==> config.mk <==
export PLATFORM = sky130hd
export DESIGN_NAME = rs_fifo_relay
export DESIGN_NICKNAME = d
export VERILOG_FILES = /design/src/rtl/rs_fifo_relay.sv
export SDC_FILE = /design/constraint.sdc
export NUM_CORES = 1
export LEC_CHECK = 0
export BUFFER_PORTS_ARGS = -buffer_cell sky130_fd_sc_hd__buf_2
export CORE_MARGIN = 2
export CORE_UTILIZATION = 35
export CTS_CLUSTER_DIAMETER = 120
export DETAILED_ROUTE_END_ITERATION = 8
export GPL_ROUTABILITY_DRIVEN = 0
export SLEW_MARGIN = 40
export SYNTH_ARGS = -nofsm -noshare
export SYNTH_HDL_FRONTEND = slang
export SYNTH_SLANG_ARGS = --single-unit
==> constraint.sdc <==
create_clock -name clk -period 5.1 [get_ports clk]
set_input_delay 0.51 -clock clk [delete_from_list [all_inputs] [get_ports clk]]
set_output_delay 0.51 -clock clk [all_outputs]
set_load 0.05 [all_outputs]
==> src/rtl/rs_fifo_relay.sv <==
// Registered FIFO-handshake relay: LEVEL forward/backward register stages plus a sink-side skid FIFO.
// Define RS_FIFO_RELAY_STATS_EN to add the stat_max_occ high-watermark and sticky err_overflow outputs.
module rs_fifo_relay #(
    parameter int DATA_WIDTH = 32,
    parameter int LEVEL      = 1,
    parameter int FIFO_DEPTH = 4,
    parameter     __REGION   = "",
    localparam int CNT_W     = $clog2(FIFO_DEPTH + 1)
) (
    input  logic                  clk,
    input  logic                  reset,
    output logic                  if_full_n,
    input  logic                  if_write,
    input  logic [DATA_WIDTH-1:0] if_din,
    output logic                  if_empty_n,
    input  logic                  if_read,
    output logic [DATA_WIDTH-1:0] if_dout
`ifdef RS_FIFO_RELAY_STATS_EN
    ,
    output logic [CNT_W-1:0]      stat_max_occ,
    output logic                  err_overflow
`endif
);

    localparam int PTR_W = (FIFO_DEPTH > 1) ? $clog2(FIFO_DEPTH) : 1;

    if (LEVEL > 0 && FIFO_DEPTH < 2 * LEVEL + 2) begin : g_bad_depth
        $error("rs_fifo_relay%s: FIFO_DEPTH=%0d is below 2*LEVEL+2=%0d", __REGION, FIFO_DEPTH, 2 * LEVEL + 2);
    end

    // Pointers wrap explicitly so non-power-of-2 depths stay inside the buffer.
    function automatic logic [PTR_W-1:0] ptr_inc(input logic [PTR_W-1:0] p);
        return (p == PTR_W'(FIFO_DEPTH - 1)) ? '0 : p + PTR_W'(1);
    endfunction

    if (LEVEL == 0) begin : g_bypass
        assign if_dout    = if_din;
        assign if_empty_n = if_write;
        assign if_full_n  = if_read;
`ifdef RS_FIFO_RELAY_STATS_EN
        assign stat_max_occ = '0;
        assign err_overflow = 1'b0;
`endif
    end else begin : g_relay
        // Words that can still land after space drops: LEVEL in flight plus LEVEL+1 accepted on stale ready.
        localparam int THRESH = FIFO_DEPTH - 2 * LEVEL - 1;

        logic [LEVEL-1:0]      s_v;
        logic [DATA_WIDTH-1:0] s_d [LEVEL];
        logic [LEVEL-1:0]      r;
        logic [DATA_WIDTH-1:0] mem [FIFO_DEPTH];
        logic [PTR_W-1:0]      wr_ptr;
        logic [PTR_W-1:0]      rd_ptr;
        logic [CNT_W-1:0]      count;
        logic                  accept;
        logic                  push;
        logic                  do_push;
        logic                  pop;
        logic                  space;

        assign accept = if_write && if_full_n;
        assign push   = s_v[LEVEL-1];
        assign pop    = if_read && (count != '0);
        assign space  = (count <= CNT_W'(THRESH));

`ifdef RS_FIFO_RELAY_STATS_EN
        assign do_push = push && !((count == CNT_W'(FIFO_DEPTH)) && !pop);
`else
        assign do_push = push;
`endif

        always_ff @(posedge clk or negedge reset) begin
            if (!reset) begin
                s_v <= '0;
                r   <= '0;
            end else begin
                s_v[0] <= accept;
                r[0]   <= space;
                for (int k = 1; k < LEVEL; k++) begin
                    s_v[k] <= s_v[k-1];
                    r[k]   <= r[k-1];
                end
            end
        end

        // NOTE: payload registers and the buffer array carry no reset; validity lives only in s_v and count.
        always_ff @(posedge clk) begin
            s_d[0] <= if_din;
            for (int k = 1; k < LEVEL; k++) begin
                s_d[k] <= s_d[k-1];
            end
            if (do_push) begin
                mem[wr_ptr] <= s_d[LEVEL-1];
            end
        end

        always_ff @(posedge clk or negedge reset) begin
            if (!reset) begin
                wr_ptr <= '0;
                rd_ptr <= '0;
                count  <= '0;
            end else begin
                if (do_push) begin
                    wr_ptr <= ptr_inc(wr_ptr);
                end
                if (pop) begin
                    rd_ptr <= ptr_inc(rd_ptr);
                end
                if (do_push && !pop) begin
                    count <= count + CNT_W'(1);
                end else if (pop && !do_push) begin
                    count <= count - CNT_W'(1);
                end
            end
        end

`ifdef RS_FIFO_RELAY_STATS_EN
        always_ff @(posedge clk or negedge reset) begin
            if (!reset) begin
                stat_max_occ <= '0;
                err_overflow <= 1'b0;
            end else begin
                if (count > stat_max_occ) begin
                    stat_max_occ <= count;
                end
                if (push && !pop && (count == CNT_W'(FIFO_DEPTH))) begin
                    err_overflow <= 1'b1;
                end
            end
        end
`endif

        assign if_full_n  = r[LEVEL-1];
        assign if_empty_n = (count != '0);
        assign if_dout    = mem[rd_ptr];
    end

endmodule

==> out/metrics.yaml <==
syn_inst: 247
setup_tns_ps: 0
yosys.area.top_type: "edfxtp_1"
fin_nets: 375
cts_buffer_depth: 2
top_layer: "met4"
cp.arrival_ps: 2460
synth_compound_gate_area_share_pct: 0.344
finalClockSkew_ps: 7.03
core-area_sq_um: 16400
clock_sinks: 169
yosys.area_share.xor_xnor_pct: 0.451
synth_nets: 293
wl_met2_um: 4640
dr.first_iter.drc_count: 97
htree_levels: 4
startpoint: "g_relay.rd_ptr[0]"
synth_area_leaders: "edfxtp_1 (66%), dfxtp_1 (11%), mux4_2 (11%)"
ys_ff_latch: 169
worst-path-max-fanout: 19
power_density_nw_per_um2: 601
syn_to_final_growth_pct: 19.0
synthMostInstantiatedCell: "edfxtp_1"
cap_viol_max_count: 0
vias: 2513
place_ws_ps: 2460
reg2regPathDepth: 7
synth_edf_count: 128
wl_met3_um: 573
setup_slack_ps: 2130
rrSetupSlack_ps: 3450
synthAdderAreaFrac_pct: 2.15
dp_hpwl_um: 5470
final_max_slew_viol_count: 0
cts-resized-gates: 0
grt_first_pass_wirelength_um: 14900
crit_chain: "buf_4 -> mux4_1 -> buf_2"
rsz0062_at_grt: "no"
clkLatencyLatePin_ps: 420
ys_seq_area_share_pct: 80.9
cts_tree: "yes"
synth_top_family_by_area: "multiplexers"
post-route-period-util_pct: 58.3
grt_usage_pct: 11.7
antenna_found_initial: 1
dr.pass1.iters: 4
wl_met1_um: 4110
critPathCapture: "if_dout[2]"
yosys_warnings: 0
overflow: 0
min_period_ps: 2970
cts_made_buffers: 17
clk_transition_reported_paths_ps: 60
ir_worst_vdd_v: 0.000275
viasPerCell: 4.46
drc_errors: 0
ys_types: 22
synth_top_area_share_pct: 66.0
reg2reg_from: "g_relay.count[0]"
async_reset_ff_share_pct: 5.33
ant_nets: 0
drive_gt1_share_pct: 39.2
avgRoutedWirePerCell_um: 16.8
crit_required_ps: 4590
yosys.area_share.simple_pct: 1.12
yosys_most_used_dff: "edfxtp_1"
crit_type: "reg -> out"
grt_max_degree: 35
cp_slowest_stage_delay_ps: 750
numPortBuffers: 69
syn_avg_cell_area_sq_um: 23.6
outcome: "finished clean"
die_y_um: 133
reg2reg_to: "g_relay.count[2]"
critical_path.startpoint_type: "flip-flop"
ios: 70
slew_headroom_pct: 60.0
hold_viol_final: 0
synthTopCellsByCount: "edfxtp_1 (128), dfxtp_1 (32), mux4_2 (28)"
grt_pass1_vias: 2813
p_leak_nw: 2.44
dieArea_sq_um: 17700
critPathSlowestCell: "dfrtp_2"
muxShareOfSynthArea_pct: 13.2
synth_area_sq_um: 5820
worst_pin_slew_ps: 600
dieWidth_um: 133
fmax_mhz: 337
initial_core_util_pct: 35.5
num_rows: 47
clockRootBuffer: "clkbuf_16"
wl_um: 9440
critPathCaptureType: "primary output"
min_path_type: "in -> reg"
finalSetupViolCount: 0
## power breakdown
part	internal (mW)	switching [mW]	total, mW
combinational	0.409	0.820	1.23
clock	0.667	0.499	1.17
sequential	1.62	0.147	1.77
## layout make-up
cell class | instances | area, sq um
antenna | 1 | 2.50
multi-input combinational | 65 | 1010
inverter | 5 | 18.8
clock inverter | 12 | 104
tap | 220 | 275
timing repair buffer | 71 | 363
sequential | 169 | 4710
clock buffer | 20 | 437
fill | 1437 | 9480
## layer usage
layer  GRT usage [%]  up-vias
met2            19.1       63
met5               0        -
met1            13.6     1278
met3            5.59       12
li1                -     1160
met4            4.06        0
## state kept, by name, summed over array words and instances, names as in the netlist
register,flops
g_relay.mem,128
g_relay.count,3
g_relay.wr_ptr,2
g_relay.rd_ptr,2
if_full_n,1
g_relay.do_push,1
g_relay.s_d,32
## cell usage in the layout, fill, tap and decap left out, drive strengths merged
| cell type | instances |
|---|---|
| clkinv | 6 |
| nand2 | 3 |
| clkinvlp | 5 |
| edfxtp | 128 |
| ha | 10 |
| dfxtp | 32 |
| diode | 1 |
| buf | 70 |
| xor2 | 2 |
| mux2 | 2 |
| and2 | 5 |
| nand2b | 1 |
| dfrtp | 9 |
| xnor2 | 1 |
| o21ai | 3 |
| bufinv | 1 |
| nand3 | 1 |
| nor2 | 3 |
| mux2i | 1 |
| mux4 | 32 |
| clkbuf | 20 |
| a21oi | 1 |
| inv | 5 |
| dlygate4sd3 | 1 |
## stage by stage
stage | util, % | total power [mW] | std cells | hold WS (ps) | area, sq um
after CTS | 42.2 | 4.24 | 562 | 161 | 6930
after floorplan | - | 2.82 | 247 | 214 | 5820
after global placement | 38.8 | 3.04 | 529 | 374 | 6370
final | 42.2 | 4.17 | 563 | 188 | 6930
after detailed placement | 38.9 | 3.06 | 529 | 385 | 6380
after global routing | 42.2 | 4.36 | 562 | 152 | 6930
## critical path, delay by kind of cell (launching register included)
| kind | cells | cell delay (ps) |
|---|---|---|
| flip-flops | 1 | 750 |
| buffers and inverters | 2 | 680 |
| multiplexers | 1 | 600 |
## how the worst min path moves through the flow
stage / start / end / slack (ps) / cells past startpoint
2_1_floorplan: reset / g_relay.count[0] / 210 / 0
3_3_place_gp: reset / if_full_n / 370 / 1
3_5_place_dp: reset / g_relay.count[0] / 380 / 1
4_1_cts: if_din[6] / g_relay.s_d[0][6] / 160 / 1
5_1_grt: if_din[6] / g_relay.s_d[0][6] / 150 / 1
6_report: if_din[6] / g_relay.s_d[0][6] / 190 / 1
## timing repair
| action | in CTS | in global routing |
|---|---|---|
| hold endpoints to repair | 9 | 0 |
| hold buffers | 1 | 0 |
| setup buffers | 0 | 0 |
## logic make-up (layout without fill, tap and decap cells)
kind of cell             Yosys count  count (layout)
AO/OA/AOI/OAI                      4               4
XOR/XNOR                           3               3
AND/OR/NAND/NOR                   13              13
adder cells (fa/ha/maj)           10              10
buffers and inverters             13             108
flip-flops                       169             169
multiplexers                      35              35
other                              0               1
Note: power is estimated with default switching activity, not from simulation.
